<file path="src/rtl/rv_defs_pkg.sv">
`default_nettype none
// ============================================================================
//  Module      : rv_defs (package)
//  Description : Shared fetch-side definitions: data width, NOP encoding,
//                default reset PC and fetch state encodings.
//  Revision    : 1.0 - initial release
// ============================================================================
package rv_defs;

  localparam int          XLEN             = 32;
  localparam logic [31:0] NOP_INSTR        = 32'h0000_0013;  // addi x0,x0,0
  localparam logic [31:0] RESET_PC_DEFAULT = 32'h0000_0000;

  typedef enum logic [2:0] {
    FS_IDLE = 3'd0,
    FS_REQ  = 3'd1,
    FS_WAIT = 3'd2,
    FS_HOLD = 3'd3,
    FS_DROP = 3'd4
  } fetch_state_e;

endpackage
`default_nettype wire

</file>
<file path="src/rtl/fetch_skid_buf.sv">
`default_nettype none
// ============================================================================
//  Module      : fetch_skid_buf
//  Description : One-entry {instr, pc} holding buffer used when a response
//                arrives while decode is stalled.
//  Ports       : clk, rst_n      - clock, async active-low reset
//                flush_i         - discard contents (highest priority)
//                load_i          - capture instr_i/pc_i
//                unload_i        - mark entry consumed
//                valid_o/instr_o/pc_o - buffered entry
//  Revision    : 1.0 - initial release
// ============================================================================
module fetch_skid_buf
  import rv_defs::*;
(
  input  logic            clk,
  input  logic            rst_n,
  input  logic            flush_i,
  input  logic            load_i,
  input  logic            unload_i,
  input  logic [XLEN-1:0] instr_i,
  input  logic [XLEN-1:0] pc_i,
  output logic            valid_o,
  output logic [XLEN-1:0] instr_o,
  output logic [XLEN-1:0] pc_o
);

  logic            valid_q;
  logic [XLEN-1:0] instr_q;
  logic [XLEN-1:0] pc_q;

  always_ff @(posedge clk or negedge rst_n) begin
    if (!rst_n) begin
      valid_q <= 1'b0;
      instr_q <= NOP_INSTR;
      pc_q    <= '0;
    end else if (flush_i) begin
      valid_q <= 1'b0;
    end else if (load_i) begin
      valid_q <= 1'b1;
      instr_q <= instr_i;
      pc_q    <= pc_i;
    end else if (unload_i) begin
      valid_q <= 1'b0;
    end
  end

  assign valid_o = valid_q;
  assign instr_o = instr_q;
  assign pc_o    = pc_q;

endmodule
`default_nettype wire

</file>
<file path="src/rtl/fetch_stage.sv">
`default_nettype none
// ============================================================================
//  Module      : fetch_stage
//  Description : Instruction fetch: owns the PC, issues word reads to
//                instruction memory and presents {instr, pc} to decode with a
//                valid/ready handshake. Execute may redirect at any time.
//  Ports       : imem_*      - request/response to instruction memory
//                redirect_*  - taken branch/jump from execute
//                if_*_o      - fetched instruction toward decode
//                dec_ready_i - decode accepts when if_valid_o is high
//  Revision    : 1.0 - initial release
// ============================================================================
module fetch_stage
  import rv_defs::*;
#(
  parameter logic [31:0] RESET_PC = RESET_PC_DEFAULT
) (
  input  logic            clk,
  input  logic            rst_n,
  output logic            imem_req_o,
  output logic [XLEN-1:0] imem_addr_o,
  input  logic            imem_ready_i,
  input  logic            imem_rvalid_i,
  input  logic [XLEN-1:0] imem_rdata_i,
  input  logic            redirect_valid_i,
  input  logic [XLEN-1:0] redirect_pc_i,
  output logic            if_valid_o,
  output logic [XLEN-1:0] if_instr_o,
  output logic [XLEN-1:0] if_pc_o,
  input  logic            dec_ready_i
);

  fetch_state_e    state_q, state_d;
  logic [XLEN-1:0] pc_q, pc_d;
  logic            if_valid_q, if_valid_d;
  logic [XLEN-1:0] if_instr_q, if_instr_d;
  logic [XLEN-1:0] if_pc_q, if_pc_d;

  logic            skid_load, skid_unload, skid_flush, skid_valid;
  logic [XLEN-1:0] skid_instr, skid_pc;

  fetch_skid_buf u_skid (
    .clk      (clk),
    .rst_n    (rst_n),
    .flush_i  (skid_flush),
    .load_i   (skid_load),
    .unload_i (skid_unload),
    .instr_i  (imem_rdata_i),
    .pc_i     (pc_q),
    .valid_o  (skid_valid),
    .instr_o  (skid_instr),
    .pc_o     (skid_pc)
  );

  always_ff @(posedge clk or negedge rst_n) begin
    if (!rst_n) begin
      state_q    <= FS_IDLE;
      pc_q       <= RESET_PC;
      if_valid_q <= 1'b0;
      if_instr_q <= NOP_INSTR;
      if_pc_q    <= '0;
    end else begin
      state_q    <= state_d;
      pc_q       <= pc_d;
      if_valid_q <= if_valid_d;
      if_instr_q <= if_instr_d;
      if_pc_q    <= if_pc_d;
    end
  end

  always_comb begin
    state_d     = state_q;
    pc_d        = pc_q;
    if_valid_d  = if_valid_q;
    if_instr_d  = if_instr_q;
    if_pc_d     = if_pc_q;
    skid_load   = 1'b0;
    skid_unload = 1'b0;
    skid_flush  = 1'b0;

    // Plain consume; a load below overrides it in the same cycle.
    if (if_valid_q && dec_ready_i) begin
      if_valid_d = 1'b0;
    end

    unique case (state_q)
      FS_IDLE: state_d = FS_REQ;
      FS_REQ: begin
        if (imem_ready_i) state_d = FS_WAIT;
      end
      FS_WAIT: begin
        if (imem_rvalid_i) begin
          pc_d    = pc_q + 32'd4;
          state_d = FS_REQ;
          if (!if_valid_q || dec_ready_i) begin
            if_valid_d = 1'b1;
            if_instr_d = imem_rdata_i;
            if_pc_d    = pc_q;
          end else begin
            skid_load = 1'b1;
            state_d   = FS_HOLD;
          end
        end
      end
      FS_HOLD: begin
        if (dec_ready_i && skid_valid) begin
          if_valid_d  = 1'b1;
          if_instr_d  = skid_instr;
          if_pc_d     = skid_pc;
          skid_unload = 1'b1;
          state_d     = FS_REQ;
        end
      end
      FS_DROP: begin
        if (imem_rvalid_i) state_d = FS_REQ;
      end
      default: state_d = FS_IDLE;
    endcase

    // Redirect wins over everything; track whether a response is still in
    // flight so it can be discarded rather than delivered.
    if (redirect_valid_i) begin
      pc_d        = {redirect_pc_i[XLEN-1:2], 2'b00};
      if_valid_d  = 1'b0;
      skid_flush  = 1'b1;
      skid_load   = 1'b0;
      skid_unload = 1'b0;
      if ((state_q == FS_WAIT && !imem_rvalid_i) ||
          (state_q == FS_REQ  && imem_ready_i)   ||
          (state_q == FS_DROP && !imem_rvalid_i)) begin
        state_d = FS_DROP;
      end else begin
        state_d = FS_REQ;
      end
    end
  end

  assign imem_req_o  = (state_q == FS_REQ);
  assign imem_addr_o = pc_q;
  assign if_valid_o  = if_valid_q;
  assign if_instr_o  = if_instr_q;
  assign if_pc_o     = if_pc_q;

endmodule
`default_nettype wire

</file>
<file path="config.mk">
export PLATFORM = sky130hd
export DESIGN_NAME = fetch_stage
export DESIGN_NICKNAME = d
export VERILOG_FILES = /design/src/rtl/rv_defs_pkg.sv /design/src/rtl/fetch_skid_buf.sv /design/src/rtl/fetch_stage.sv
export SDC_FILE = /design/constraint.sdc
export NUM_CORES = 1
export LEC_CHECK = 0
export CELL_PAD_IN_SITES_DETAIL_PLACEMENT = 1
export CELL_PAD_IN_SITES_GLOBAL_PLACEMENT = 1
export CORE_MARGIN = 2
export CORE_UTILIZATION = 32
export CTS_CLUSTER_DIAMETER = 40
export DETAILED_ROUTE_END_ITERATION = 16
export PLACE_DENSITY = 0.78
export SLEW_MARGIN = 30
export SYNTH_ARGS = -nofsm -noshare
export SYNTH_HDL_FRONTEND = slang
export SYNTH_SLANG_ARGS = --single-unit
</file>
<file path="constraint.sdc">
create_clock -name clk -period 6.2 [get_ports clk]
set_clock_uncertainty 0.15 [all_clocks]
set_input_delay 1.24 -clock clk [delete_from_list [all_inputs] [get_ports clk]]
set_output_delay 1.24 -clock clk [all_outputs]
set_load 0.01 [all_outputs]
</file>
==> flow_summary.json, run 1 <==
{
  "clk_pin_slew_ps": 60,
  "fin_crit_ps": 3320,
  "grt_util_all_layers_pct": 16.3,
  "path_class": "in2reg",
  "drt_pass1_iterations": 4,
  "clk_latency_ps": 420,
  "synth_cell_types": 45,
  "yosys-top-cells-count": "dfrtp_1, nand2_1, o21ai_0",
  "postCtsHoldBufs": 0,
  "wl_met1_um": 8440,
  "tightest_slew_ps": 810,
  "arrival_ps": 3470,
  "ir_drop_mv": 0.142,
  "totalWireLength_um": 18900,
  "wl_met2_um": 9130,
  "hold_path.class": "reg2reg",
  "antenna_left": 0,
  "dp_hpwl_um": 12700,
  "synth_seq_cells": 159,
  "yosysWarnings": 0,
  "die_h_um": 155,
  "diodes": 0,
  "gp_congestion": 0.715,
  "synth_top_family_by_area": "multiplexers",
  "portBuffers": 161,
  "die-area_sq_um": 24000,
  "fillers": 2422,
  "clockBufferDepth": 2,
  "core-area_sq_um": 22500,
  "start_util_pct": 32.4,
  "synth_compound_area_share_pct": 7.69,
  "nets": 855,
  "top_layer": "met4",
  "yosys.area_share.simple_pct": 11.6,
  "routed_via_density": 4.85,
  "wl_met3_um": 1080,
  "design_area_sq_um": 9660,
  "synth_cells": 637,
  "relSlewSlack_pct": 45.9,
  "fmax_ghz": 0.301,
  "drc_errors": 0,
  "cts_tree": "yes",
  "final_max_slew_viol_count": 0,
  "yosys.area.top_type": "dfrtp_1",
  "cp-start-kind": "input port",
  "synth_top_area_share_pct": 52.5,
  "holdWs_ps": 329,
  "ys.flop_type": "dfrtp_1",
  "status": "completed",
  "period_share_pct": 53.5,
  "setup_tns_ps": 0,
  "power-per-cell-area_nw_per_um2": 351,
  "synthArstFlopShare_pct": 100,
  "crit_path_end_kind": "register",
  "grt_max_degree": 69,
  "register_area_sq_um": 3990,
  "netlist_area_sq_um": 7290,
  "wire_per_inst_um": 17.5,
  "multi_input_area_sq_um": 3050,
  "rsz0062_at_grt": "false",
  "antenna_found_initial": 0,
  "synth_edf_count": 0,
  "place_area_sq_um": 9070,
  "synth_xor_area_share_pct": 3.24,
  "final_util_pct": 42.9,
  "synth_most_common_cell": "dfrtp_1",
  "synth.area.mux_share_pct": 18.7,
  "leakagePower_nw": 4.41,
  "ys_seq_area_share_pct": 54.7,
  "cts_buffers": 17,
  "grt_pass1_wl_um": 30800,
  "vias": 5247,
  "dp_cells": 1050,
  "synth_area_leaders": "dfrtp_1, mux2i_1, o21ai_0, mux2_2, nand2_1",
  "synth.avg_cell_area_sq_um": 11.4,
  "cts_setup_buffers": 0,
  "layout.cells.non_filler": 1082,
  "cts_sinks": 159,
  "ios": 168,
  "grt_pass1_vias": 5772,
  "reg2reg_depth": 4,
  "finalHoldViolations": 0,
  "htreeDepth": 4,
  "cp_max_fo": 48,
  "finalSetupViolations": 0,
  "cts-root-buf": "clkbuf_16",
  "synthAdderAreaFrac_pct": 0.172,
  "drive_gt1_share_pct": 14.3,
  "required_ps": 6350,
  "postCtsResizedCells": 0,
  "globalRoute.totalOverflow": 0,
  "hold_path_depth": 2,
  "drtIter0Drc": 192,
  "areaGrowthSynthToFinish_pct": 32.5,
  "row_count": 55,
  "max-cap-violations": 0,
  "die_x_um": 155
}
## report_power, final
part	internal [mW]	switching, mW	leakage [nW]
Combinational	0.517	0.428	2.07
Clock	0.600	0.452	0.270
Sequential	1.24	0.150	2.07
Total	2.36	1.03	4.41
## sequential cells by signal, indices dropped and copies added (netlist names)
register	flops
imem_addr_o	30
u_skid.pc_o	30
u_skid.instr_o	32
if_instr_o	32
if_pc_o	30
state_q	3
if_valid_o	1
u_skid.valid_o	1
## routing by layer
metal | track usage (%) | vias to the layer above
li1 | - | 2488
met1 | 20.5 | 2617
met2 | 27.6 | 127
met3 | 4.51 | 15
met4 | 4.28 | 0
met5 | 0 | -
## cell usage in the layout (no fill, tap or decap), types with 5 or more instances in the layout
master,instances
and4_1,5
buf_4,8
clkbuf_16,17
clkdlybuf4s50_1,159
clkinvlp_4,5
dfrtp_1,153
dfstp_2,6
mux2_2,38
mux2_4,21
mux2i_1,62
nand2_1,107
nand3_1,10
nand4_1,7
nor2_1,9
nor3_1,7
nor4_1,5
o21ai_0,88
o21ai_1,7
xnor2_1,17
xor2_1,10
## logic make-up (layout without fill, tap and decap cells)
kind of cell,count (synthesis),after routing
AOI/OAI and AO/OA,107,107
and+or+nand+nor,173,173
other,1,4
adders and majority gates,1,1
xor gates and xnor gates,27,27
DFF,159,159
buffers and inverters,48,205
muxes,121,121
## layout make-up
type | instances | share of cell area, %
flip-flops and latches | 159 | 41.3
repair buffers | 169 | 17.3
clock inverters | 14 | 1.64
well taps | 285 | 3.69
inverters | 4 | 0.155
clock buffers | 18 | 4.44
multi-input cells | 433 | 31.6
## per-stage QoR
step	setup slack [ps]	power (mW)
after global routing	2720	3.60
final	2880	3.39
after global placement	2390	2.34
after floorplan	3490	1.81
after detailed placement	2380	2.38
after CTS	2820	3.45
## final timing paths
| path | start | endpoint | slack (ps) |
|---|---|---|---|
| setup / recovery | dec_ready_i | u_skid.pc_o[9] | 2880 |
| hold / removal | if_instr_o[2] | if_instr_o[2] | 330 |
| setup reg to reg | state_q[0] | u_skid.pc_o[9] | 3750 |
| hold reg to reg | if_instr_o[2] | if_instr_o[2] | 330 |
| max in group asynchronous | rst_n | if_instr_o[20] | 4110 |
| min in group asynchronous | rst_n | if_instr_o[17] | 610 |
## critical path: stages
cell and delay (ps):
clkdlybuf4s50_1 590, nand2b_1 190, or3_4 590, buf_4 470, mux2_4 340
(Power assumes the default switching activity.)
==> run 2: changes to the inputs <==
--- a/config.mk
+++ b/config.mk
@@ -11,7 +11,7 @@
 export CORE_UTILIZATION = 32
 export CTS_CLUSTER_DIAMETER = 40
 export DETAILED_ROUTE_END_ITERATION = 16
-export PLACE_DENSITY = 0.78
+export PLACE_DENSITY = 0.81
 export SLEW_MARGIN = 30
 export SYNTH_ARGS = -nofsm -noshare
 export SYNTH_HDL_FRONTEND = slang
==> constraint.sdc (replaced) <==
create_clock -name clk -period 2.7 [get_ports clk]
set_clock_uncertainty 0.15 [all_clocks]
set_input_delay 0.54 -clock clk [delete_from_list [all_inputs] [get_ports clk]]
set_output_delay 0.54 -clock clk [all_outputs]
set_load 0.01 [all_outputs]
==> run 2 against run 1 <==
Hold slack worse by 1.4 ps. Setup slack worse by 2700 ps. Register-to-register slack worse by 3300 ps. Sequential cell count unchanged. Die area unchanged. Sequential power up 130%. Routed wire length up 1.6%. Combinational power up 130%. Power up 140%. Clock power up 150%. Critical path type is now reg2out. Critical endpoint is now imem_req_o.
==> flow_summary.json, run 2 (synthesized netlist as in run 1, its figures left out) <==
{
  "status": "completed",
  "row_count": 55,
  "dp_hpwl_um": 13100,
  "cp_slowest_cell": "clkdlybuf4s50_1",
  "relSlewSlack_pct": 58.7,
  "ios": 168,
  "totalPowerFinal_mw": 8.01,
  "cts-root-buf": "clkbuf_16",
  "final_max_slew_viol_count": 0,
  "path_class": "reg2out",
  "crit_chain": "nor3b_1 -> clkdlybuf4s50_1",
  "portBuffers": 161,
  "drt_pass1_iterations": 4,
  "fin_crit_ps": 2560,
  "critPathMaxStageDelay_ps": 600,
  "ir_drop_mv": 0.370,
  "antenna_left": 0,
  "grtUsageMet3_pct": 5.85,
  "antenna_found_initial": 1,
  "clockBufferDepth": 2,
  "drtIter0Drc": 228,
  "die_x_um": 155,
  "cp_max_fo": 11,
  "cts_tree": "yes",
  "design_area_sq_um": 9940,
  "required_ps": 2010,
  "cts_buffers": 17,
  "p_int_mw": 5.64,
  "grt_pass1_vias": 5749,
  "cts_setup_buffers": 0,
  "hold_path.class": "reg2reg",
  "globalRoute.totalOverflow": 0,
  "fmax_ghz": 0.390,
  "clk_pin_slew_ps": 60,
  "clkPwrFrac_pct": 32.6,
  "rsz0062_at_grt": "false",
  "vias": 5332,
  "combPwrFrac_pct": 27.7,
  "met2_usage_pct": 27.2,
  "final_common_cell": "clkdlybuf4s50_1",
  "finalSetupViolations": 0,
  "gp_congestion": 0.728,
  "arrival_ps": 1870,
  "period_share_pct": 94.9,
  "max-cap-violations": 0,
  "wire_per_inst_um": 17.4,
  "nets": 873,
  "setup_tns_ps": 0,
  "tightest_slew_ps": 620,
  "leakagePower_nw": 4.57,
  "crit_path_end_kind": "output pin",
  "core-area_sq_um": 22500,
  "cp-start-kind": "register",
  "power-per-cell-area_nw_per_um2": 806,
  "finalHoldViolations": 0,
  "seqPwrFrac_pct": 39.7,
  "cts_sinks": 159,
  "path_buf_inv": 1,
  "htreeDepth": 4,
  "drc_errors": 0,
  "grt_pass1_wl_um": 31300,
  "die_h_um": 155,
  "drive_gt1_share_pct": 16.2,
  "grt_util_all_layers_pct": 16.5,
  "die-area_sq_um": 24000,
  "start_util_pct": 32.4,
  "clk_latency_ps": 420,
  "mostFrequentLayoutCells": "clkdlybuf4s50_1, dfrtp_1, nand2_1",
  "busiest_layer": "met2",
  "place_area_sq_um": 9290,
  "p_switching_mw": 2.37,
  "areaGrowthSynthToFinish_pct": 36.3,
  "use_met1_pct": 20.9,
  "holdWs_ps": 327,
  "routed_via_density": 4.84,
  "switching_share_pct": 29.6,
  "totalWireLength_um": 19200,
  "grt_max_degree": 66,
  "crit_family": "buffers and inverters"
}
-- run 2: cell types whose count changed in the layout (fill, tap and decap cells not counted), moves of 2 or more --
cell        before  now
inv_6            3    5
buf_12           0    7
clkinvlp_4       5    3
buf_4            8   18
clkinv_4         4    2
bufinv_16        2    4
-- run 2: tightest hold or removal path: cells and delay by family, from the launching register on --
family	cells	cell delay, ps
compound gates	1	60
flops	1	340
simple gates	1	40
-- run 2: layout make-up --
type / instances / area, sq um
fill: 2376 / 12600
multi-input combinational: 433 / 3050
antenna: 1 / 2.50
inverter: 4 / 15.0
clock inverter: 15 / 209
timing repair buffer: 187 / 1890
tap: 285 / 357
sequential: 159 / 3990
clock buffer: 17 / 425
-- run 2: path summary, 6_finish.rpt --
kind | from | endpoint | cells after the start | slack [ps]
max in group asynchronous | rst_n | u_skid.instr_o[4] | 3 | 1190
min | if_instr_o[29] | if_instr_o[29] | 2 | 330
max reg2reg | imem_addr_o[5] | imem_addr_o[29] | 6 | 470
max | state_q[1] | imem_req_o | 2 | 140
min reg2reg | if_instr_o[29] | if_instr_o[29] | 2 | 330
min in group asynchronous | rst_n | if_instr_o[17] | 2 | 490
-- run 2: repair_timing --
action                    in CTS  in global routing
resized for setup              0                  0
hold buffers                   1                  0
hold endpoints to repair      47                  0
-- run 2: power groups by stage --
stage	registers (mW)	clock network, mW	logic, mW
CTS	3.19	2.70	2.27
global placement	3.20	0	2.20
finish	3.18	2.61	2.22
global route	3.25	2.80	2.44
detailed placement	3.23	0	2.26
floorplan	3.36	0	0.804
-- run 2: metal layers --
metal  part of all wire [%]  wire length [um]  vias to the layer above
met1                     45              8630                     2654
met3                    6.5              1260                       14
met4                   0.92               176                        0
met5                      0                 0                        -
met2                     48              9150                      123
li1                       -                 -                     2541
-- run 2: metrics by stage --
stage / instances / worst slack (ps) / util, %
2_1_floorplan: 640 / 669 / -
3_3_place_gp: 1067 / 71.6 / 41.3
3_5_place_dp: 1067 / 40.7 / 41.3
4_1_cts: 1100 / 88.2 / 44.1
5_1_grt: 1100 / 28.4 / 44.1
6_report: 1101 / 138 / 44.2
